$ cat src/rtl/rr_mux_arbiter.sv
// Four-requester round-robin arbiter with a registered data mux on the granted lane.
// Optional RR_ARB_TIMEOUT_EN adds a 16-cycle grant hold limit.
module rr_mux_arbiter #(
    parameter int unsigned DATA_W = 8
) (
    input  logic                clk,
    input  logic                rst,
    input  logic [3:0]          req,
    input  logic [4*DATA_W-1:0] din,
    output logic [3:0]          gnt,
    output logic [1:0]          sel,
    output logic [DATA_W-1:0]   y,
    output logic                y_valid
);

    localparam int unsigned N_REQ = 4;

    typedef enum logic {
        IDLE  = 1'b0,
        GRANT = 1'b1
    } state_t;

    state_t            state;
    state_t            state_nxt;
    logic [1:0]        last;
    logic [1:0]        last_d;
    logic [3:0]        gnt_d;
    logic [1:0]        sel_d;
    logic [DATA_W-1:0] y_d;
    logic              y_valid_d;
    logic [1:0]        win;
    logic [1:0]        idx;
    logic              win_found;
    logic [DATA_W-1:0] lane_sel;
    logic              hold_expired_c;
    logic              release_c;

    // Winner search starts just after the last served requester and wraps.
    always_comb begin
        win_found = 1'b0;
        win       = 2'd0;
        idx       = 2'd0;
        for (int k = 1; k <= int'(N_REQ); k++) begin
            idx = 2'(last + 2'(k));
            if (!win_found && req[idx]) begin
                win_found = 1'b1;
                win       = idx;
            end
        end
    end

    always_comb begin
        lane_sel = '0;
        for (int i = 0; i < int'(N_REQ); i++) begin
            if (sel == 2'(i)) begin
                lane_sel = din[i*DATA_W +: DATA_W];
            end
        end
    end

`ifdef RR_ARB_TIMEOUT_EN
    logic [3:0] hold_cnt;

    // Counts cycles spent in GRANT; zero in the first grant cycle.
    always_ff @(posedge clk or posedge rst) begin
        if (rst) begin
            hold_cnt <= 4'd0;
        end else if (state == GRANT) begin
            hold_cnt <= hold_cnt + 4'd1;
        end else begin
            hold_cnt <= 4'd0;
        end
    end

    assign hold_expired_c = (hold_cnt == 4'd15);
`else
    assign hold_expired_c = 1'b0;
`endif

    assign release_c = !req[sel] || hold_expired_c;

    always_ff @(posedge clk or posedge rst) begin
        if (rst) begin
            state <= IDLE;
        end else begin
            state <= state_nxt;
        end
    end

    always_comb begin
        state_nxt = state;
        case (state)
            IDLE:    if (win_found) state_nxt = GRANT;
            GRANT:   if (release_c) state_nxt = IDLE;
            default: state_nxt = IDLE;
        endcase
    end

    // Next values of the registered outputs; y and sel hold unless loaded.
    always_comb begin
        gnt_d     = 4'b0000;
        sel_d     = sel;
        y_d       = y;
        y_valid_d = 1'b0;
        last_d    = last;
        case (state)
            IDLE: begin
                if (win_found) begin
                    gnt_d = 4'b0001 << win;
                    sel_d = win;
                end
            end
            GRANT: begin
                if (release_c) begin
                    last_d = sel;
                end else begin
                    gnt_d     = gnt;
                    y_d       = lane_sel;
                    y_valid_d = 1'b1;
                end
            end
            default: ;
        endcase
    end

    always_ff @(posedge clk or posedge rst) begin
        if (rst) begin
            gnt     <= 4'b0000;
            sel     <= 2'd0;
            y       <= '0;
            y_valid <= 1'b0;
            last    <= 2'd3;
        end else begin
            gnt     <= gnt_d;
            sel     <= sel_d;
            y       <= y_d;
            y_valid <= y_valid_d;
            last    <= last_d;
        end
    end

endmodule

$ cat config.mk
export PLATFORM = sky130hd
export DESIGN_NAME = rr_mux_arbiter
export DESIGN_NICKNAME = d
export VERILOG_FILES = /design/src/rtl/rr_mux_arbiter.sv
export SDC_FILE = /design/constraint.sdc
export NUM_CORES = 1
export LEC_CHECK = 0
export BUFFER_PORTS_ARGS = -buffer_cell sky130_fd_sc_hd__buf_2
export CAP_MARGIN = 20
export CORE_MARGIN = 10
export CORE_UTILIZATION = 33
export CTS_CLUSTER_SIZE = 24
export DETAILED_ROUTE_END_ITERATION = 7
export GPL_ROUTABILITY_DRIVEN = 0
export GPL_TIMING_DRIVEN = 0
export HOLD_SLACK_MARGIN = 0.02
export PLACE_DENSITY = 0.66
export SETUP_SLACK_MARGIN = 0.5
export SLEW_MARGIN = 20
export SYNTH_ARGS = -nofsm -noshare
export SYNTH_HDL_FRONTEND = slang
export SYNTH_SLANG_ARGS = --single-unit
export TNS_END_PERCENT = 20
$ cat constraint.sdc
create_clock -name clk -period 1.7 [get_ports clk]
set_clock_uncertainty 0.1 [all_clocks]
set_input_delay 0.255 -clock clk [delete_from_list [all_inputs] [get_ports clk]]
set_output_delay 0.255 -clock clk [all_outputs]
set_load 0.01 [all_outputs]
==> impl_metrics.py, run 1 <==
metrics = {
    "cts": {
        "clkLatencyLatePin_ns": 0.29,
        "cts_root_buffer": "clkbuf_4",
        "cts_buffers": 3,
        "clkSlewWorstSetupHoldPaths_ns": 0.11,
        "cts_max_level": 1,
        "cts_tree": "yes",
        "cts_max_path_buffers": 2,
        "cts_sinks": 18,
    },
    "critical_path": {
        "startpoint_type": "flip-flop",
        "end_kind": "flip-flop",
        "cp-startpoint": "sel[0]",
        "crit_slowest_cell": "mux4_2",
        "cpPeakStageDelay_ns": 0.53,
        "worstSetupPathType": "flip-flop to flip-flop",
        "arrival_ns": 1.83,
        "timing.rr.start": "sel[0]",
        "cp_cell_sequence": "mux4_2 > and2_4 > buf_8 > mux2_4",
        "cp_data_required_time_ns": 1.79,
        "crit_fanout": 10,
    },
    "floorplan": {
        "io_pins": 53,
        "die_y_um": 74.90,
        "die_w_um": 74.90,
        "initial_core_util": 0.3516,
        "dieArea_um2": 5610,
        "fp.coreArea_um2": 2829,
        "rows": 19,
    },
    "synth": {
        "ys.flop_type": "dfrtp_1",
        "avgSynthCellArea_um2": 13.63,
        "synth_top_family_by_area": "multiplexers",
        "ys_top_cells_by_area": "dfrtp_1, mux4_2, mux2_4, mux2_2, dfstp_2",
        "ys_async_sr_fraction": 1.000,
        "synth_fa_ha_area_frac": 0,
        "synth.ff_latch_count": 18,
        "synth-xor-area-share": 0,
        "synthDistinctLibCells": 25,
        "synth_nets": 111,
        "synth_top_cell_area_share": 0.4025,
        "synth_area_um2": 994.7,
        "yosys.area_share.simple": 0.09686,
        "synth_compound_area_frac": 0.08050,
        "synth_warnings": 0,
        "synth_top_cell_by_area": "dfrtp_1",
        "yosysSeqAreaShare": 0.4553,
        "synthCells": 73,
        "synth_edf_count": 0,
        "muxShareOfSynthArea": 0.3358,
    },
    "drt": {
        "drtPass1Iterations": 6,
        "ant_nets": 0,
        "vias": 839,
        "via_per_inst": 5.179,
        "drtIter0Drc": 36,
        "routedWlPerCell_um": 16.46,
        "wl_mm": 2.666,
        "drc_errors": 0,
    },
    "outcome": {
        "violations": "negative setup slack",
        "status": "finished, violations left",
    },
    "job": {
        "max-cap-violations": 0,
    },
    "global_route": {
        "grt_pass1_vias": 847,
        "grt_usage": 0.09232,
        "overflow": 0,
        "grt_pass1_wl_mm": 3.974,
        "grt_antenna_before_repair": 0,
        "grt_start_max_net_pins": 19,
    },
    "layout": {
        "drive_above_1_share": 0.6641,
        "fillers": 261,
        "antenna_cells": 0,
        "finalNetCount": 170,
        "synthToLayoutAreaGrowth_pct": 41.26,
    },
    "timing": {
        "finalSetupTns_ns": -0.2337,
        "hold_violations": 0,
        "slew_headroom": 0.6653,
        "fin_crit_sh": 1.026,
        "worst_slack_ns": -0.04364,
        "setup_viol": 8,
        "tightest_slew_ns": 0.4975,
        "fmax_mhz": 573.5,
        "rsz0062_at_grt": "yes",
        "holdWs_ns": 0.3004,
        "period_needed_ns": 1.744,
        "slew_violations": 0,
    },
    "power": {
        "peakVddDrop_v": 0.0005320,
        "clockPowerShare": 0.107,
        "p_leak_uw": 0.0006798,
        "pwr-share-seq": 0.332,
        "power.density_nw_per_um2": 1749,
        "switching_share": 0.3450,
        "p_switching_uw": 847.9,
        "power_frac_comb": 0.561,
        "power.internal_uw": 1610,
    },
    "placed_design": {
        "port_buffers": 52,
        "place_hpwl_mm": 2.156,
    },
    "min_path": {
        "min_path_type": "input pin to flip-flop",
        "worstHoldStart": "din[18]",
    },
}
cell type report:
cell class | instances | area [um^2] | area share
clock buffer | 4 | 36.28 | 0.02582
timing repair buffer | 54 | 309.0 | 0.2199
multi-input combinational | 49 | 525.5 | 0.3740
tap | 31 | 38.79 | 0.02760
buffer | 3 | 27.53 | 0.01959
sequential | 18 | 452.9 | 0.3224
inverter | 3 | 15.01 | 0.01069
worst max-delay path: cells and delay by family (launching register included):
kind                   cells  cell delay (ns)
and+or+nand+nor            1             0.17
muxes                      2             0.82
DFF                        1             0.41
buffers and inverters      1             0.14
cell usage after synthesis, types with 3 or more instances:
library cell,n
dfrtp_1,16
inv_1,3
mux2_2,5
mux2_4,5
mux4_2,9
nand2_1,4
nor2_1,4
o21ai_0,4
per-layer routing:
metal,share of wire,track usage
met5,0,0
met4,0.015,0.04412
met3,0.081,0.03154
met2,0.56,0.1657
met1,0.35,0.09394
stage by stage:
step | utilization | std cells | power, uW | instance area (um^2) | worst slack, ns
2_1_floorplan | - | 73 | 1686 | 994.7 | -0.02255
3_3_place_gp | 0.4573 | 156 | 2038 | 1294 | -0.05243
3_5_place_dp | 0.4573 | 156 | 2066 | 1294 | -0.06619
4_1_cts | 0.4843 | 162 | 2405 | 1370 | -0.04395
5_1_grt | 0.4967 | 162 | 2644 | 1405 | -0.09690
6_report | 0.4967 | 162 | 2457 | 1405 | -0.04364
power by group through the flow:
stage          clock (uW)  sequential [uW]  combinational, uW
2_1_floorplan           0              874                812
3_3_place_gp            0              797               1240
3_5_place_dp            0              807               1260
4_1_cts               273              802               1330
5_1_grt               299              858               1490
6_report              264              815               1380
sequential cells by signal, indices dropped and copies added (netlist names):
name     cells
gnt          4
last         2
sel          2
state        1
y            8
y_valid      1
cells in the final DEF (no fill, tap or decap):
cell type      Yosys  final
buf_2              1     47
dfrtp_1           16     16
mux4_2             9      9
mux2_2             5      5
mux2_4             5      5
buf_6              1      5
nor2_1             4      4
nand2_1            4      4
clkbuf_4           0      3
nand2b_1           2      2
buf_4              0      2
or2b_1             2      2
inv_1              3      2
nor3_1             2      2
a21oi_1            2      2
o21ai_1            0      2
a22o_1             2      2
dfstp_2            2      2
clkbuf_2           0      1
and2_4             1      1
buf_8              0      1
nor4_1             1      1
or2_2              1      1
nor3b_1            1      1
a311oi_2           0      1
o21ai_0            4      1
o21ai_2            0      1
a211oi_2           0      1
a21boi_0           1      1
clkinvlp_4         0      1
a211o_1            1      1
clkbuf_8           0      1
dlygate4sd3_1      0      1
worst paths after layout:
path	to	slack, ns	cells past startpoint
worst max-delay path	y[3]	-0.04	4
worst min-delay path	y[2]	0.30	3
worst max register to register	y[3]	-0.04	4
worst min register to register	gnt[3]	0.39	2
max in group asynchronous	last[0]	0.81	3
min in group asynchronous	y[5]	0.40	3
cells by family (layout without fill, tap and decap cells):
| family | Yosys count | in the layout |
|---|---|---|
| AOI/OAI and AO/OA | 12 | 12 |
| buffers and inverters | 6 | 64 |
| DFF | 18 | 18 |
| muxes | 19 | 19 |
| and+or+nand+nor | 18 | 18 |
what timing repair did:
item / 4_1_cts / 5_1_grt
setup endpoints to repair: 21 / 51
hold buffers: 1 / 0
gates cloned: 0 / 0
buffers inserted: 1 / 0
endpoints found under the hold margin: 16 / 0
pin swaps: 6 / 5
resized for setup: 9 / 6
No activity file was read; power rests on OpenSTA's default activity.
==> run 2, diff against run 1 <==
--- a/config.mk
+++ b/config.mk
@@ -10,3 +10,3 @@
 export CORE_MARGIN = 10
-export CORE_UTILIZATION = 33
+export CORE_UTILIZATION = 44
 export CTS_CLUSTER_SIZE = 24
@@ -16,3 +16,3 @@
 export HOLD_SLACK_MARGIN = 0.02
-export PLACE_DENSITY = 0.66
+export PLACE_DENSITY = 0.81
 export SETUP_SLACK_MARGIN = 0.5
==> constraint.sdc (replaced) <==
create_clock -name clk -period 1.78 [get_ports clk]
set_clock_uncertainty 0.1 [all_clocks]
set_input_delay 0 -clock clk [delete_from_list [all_inputs] [get_ports clk]]
set_output_delay 0 -clock clk [all_outputs]
set_load 0.01 [all_outputs]
==> impl_metrics.py, run 2 (synthesis results as in run 1) <==
metrics = {
    "timing": {
        "holdWs_ns": 0.03218,
        "fin_crit_sh": 0.9998,
        "fmax_mhz": 561.9,
        "tightest_slew_ns": 0.6524,
        "slew_violations": 0,
        "hold_violations": 0,
        "worst_slack_ns": 0.0003590,
        "slew_headroom": 0.5646,
        "rsz0062_at_grt": "yes",
        "setup_viol": 0,
        "period_needed_ns": 1.780,
    },
    "cts": {
        "cts_tree": "yes",
        "cts_max_level": 1,
        "cts_buffers": 3,
        "cts_sinks": 18,
        "cts_root_buffer": "clkbuf_4",
        "clkSlewWorstSetupHoldPaths_ns": 0.11,
        "cts_max_path_buffers": 2,
        "clkLatencyLatePin_ns": 0.30,
    },
    "critical_path": {
        "cp-startpoint": "sel[0]",
        "worstRegToRegCells": 4,
        "arrival_ns": 1.87,
        "worstSetupPathType": "flip-flop to flip-flop",
        "cp_data_required_time_ns": 1.87,
        "crit_fanout": 10,
        "rr_endpoint": "y[4]",
        "end_kind": "flip-flop",
        "timing.rr.start": "sel[0]",
        "r2r_setup_slack_ns": 0.0004,
        "startpoint_type": "flip-flop",
    },
    "drt": {
        "vias": 850,
        "via_per_inst": 5.346,
        "drtIter0Drc": 24,
        "drtPass1Iterations": 4,
        "drc_errors": 0,
        "routedWlPerCell_um": 17.58,
        "ant_nets": 0,
        "wl_mm": 2.795,
    },
    "power": {
        "peakVddDrop_v": 0.0008108,
        "totalPowerFinal_uw": 2266,
        "p_leak_uw": 0.0006708,
        "power.density_nw_per_um2": 1657,
    },
    "outcome": {
        "status": "finished, final reports clean",
    },
    "layout": {
        "fillers": 179,
        "synthToLayoutAreaGrowth_pct": 37.48,
        "drive_above_1_share": 0.6565,
        "final_common_cell": "buf_2",
        "final_cell_mix": "buf_2, dfrtp_1, mux4_2, mux2_2, mux2_4",
        "antenna_cells": 0,
        "largestRegisters": "y (8), gnt (4)",
        "largest_register": "y",
        "finalNetCount": 170,
        "final_area_um2": 1368,
        "largest_reg_flops": 8,
    },
    "job": {
        "max-cap-violations": 0,
    },
    "placed_design": {
        "dp_slack_ns": 0.01186,
        "port_buffers": 52,
        "place_hpwl_mm": 2.135,
        "dpl-instance-area_um2": 1290,
    },
    "global_route": {
        "grt_usage": 0.1153,
        "grt_antenna_before_repair": 0,
        "grt_start_max_net_pins": 19,
        "grt_pass1_vias": 887,
        "grt_pass1_wl_mm": 4.098,
        "overflow": 0,
    },
    "min_path": {
        "worstHoldStart": "req[2]",
        "min_path_cells": 3,
        "min_to": "state",
        "min_path_type": "input pin to flip-flop",
    },
    "floorplan": {
        "dieArea_um2": 4562,
        "die_w_um": 67.55,
        "io_pins": 53,
        "rows": 17,
        "die_y_um": 67.55,
        "fp.coreArea_um2": 2191,
        "initial_core_util": 0.4540,
    },
}
run 2: layout make-up:
cell class / count / area, um^2 / area share
Timing Repair Buffer: 54 / 277.8 / 0.2031
Multi-Input combinational cell: 49 / 536.8 / 0.3925
Sequential cell: 18 / 452.9 / 0.3312
Buffer: 3 / 27.53 / 0.02013
Inverter: 3 / 11.26 / 0.008234
Tap cell: 28 / 35.03 / 0.02562
Clock buffer: 4 / 26.28 / 0.01921
run 2: worst max-delay path by stage:
| stage | slack (ns) | endpoint |
|---|---|---|
| 2_1_floorplan | 0.06 | y[2] |
| 3_3_place_gp | 0.03 | y[7] |
| 5_1_grt | -0.03 | y[4] |
| 3_5_place_dp | 0.01 | y[4] |
| 4_1_cts | 0.01 | y[4] |
| 6_report | 0.0004 | y[4] |
run 2: repair_timing:
| item | 4_1_cts | 5_1_grt |
|---|---|---|
| hold buffers | 1 | 0 |
| resized for setup | 3 | 8 |
| setup endpoints to repair | 18 | 18 |
| hold endpoints to repair | 17 | 0 |
| pin swaps | 0 | 5 |
| setup buffers | 1 | 0 |
run 2: metrics by stage:
| step | std cells | utilization | setup TNS [ns] |
|---|---|---|---|
| floorplan | 73 | - | 0 |
| finish | 159 | 0.6242 | 0 |
| detailed placement | 153 | 0.5888 | 0 |
| CTS | 159 | 0.6122 | 0 |
| global route | 159 | 0.6242 | -0.09167 |
| global placement | 153 | 0.5888 | 0 |
run 2: layer usage:
layer  up-vias  part of all wire  routed length (um)  track usage
met3        10              0.12                 326      0.04793
li1        393                 -                   -            -
met1       404              0.36                1001       0.1222
met2        43              0.50                1405       0.2054
met4         0             0.022                  61      0.03077
met5         -                 0                   0            0
run 2: critical path: stages (launching register included):
cell     delay [ns]
dfrtp_1        0.42
mux4_2         0.54
and2_4         0.17
buf_8          0.14
mux2_4         0.30
run 2: power by group:
part | switching, uW | internal, uW
Clock | 131 | 87.3
Sequential | 142 | 630
Combinational | 550 | 726
Total | 823 | 1440
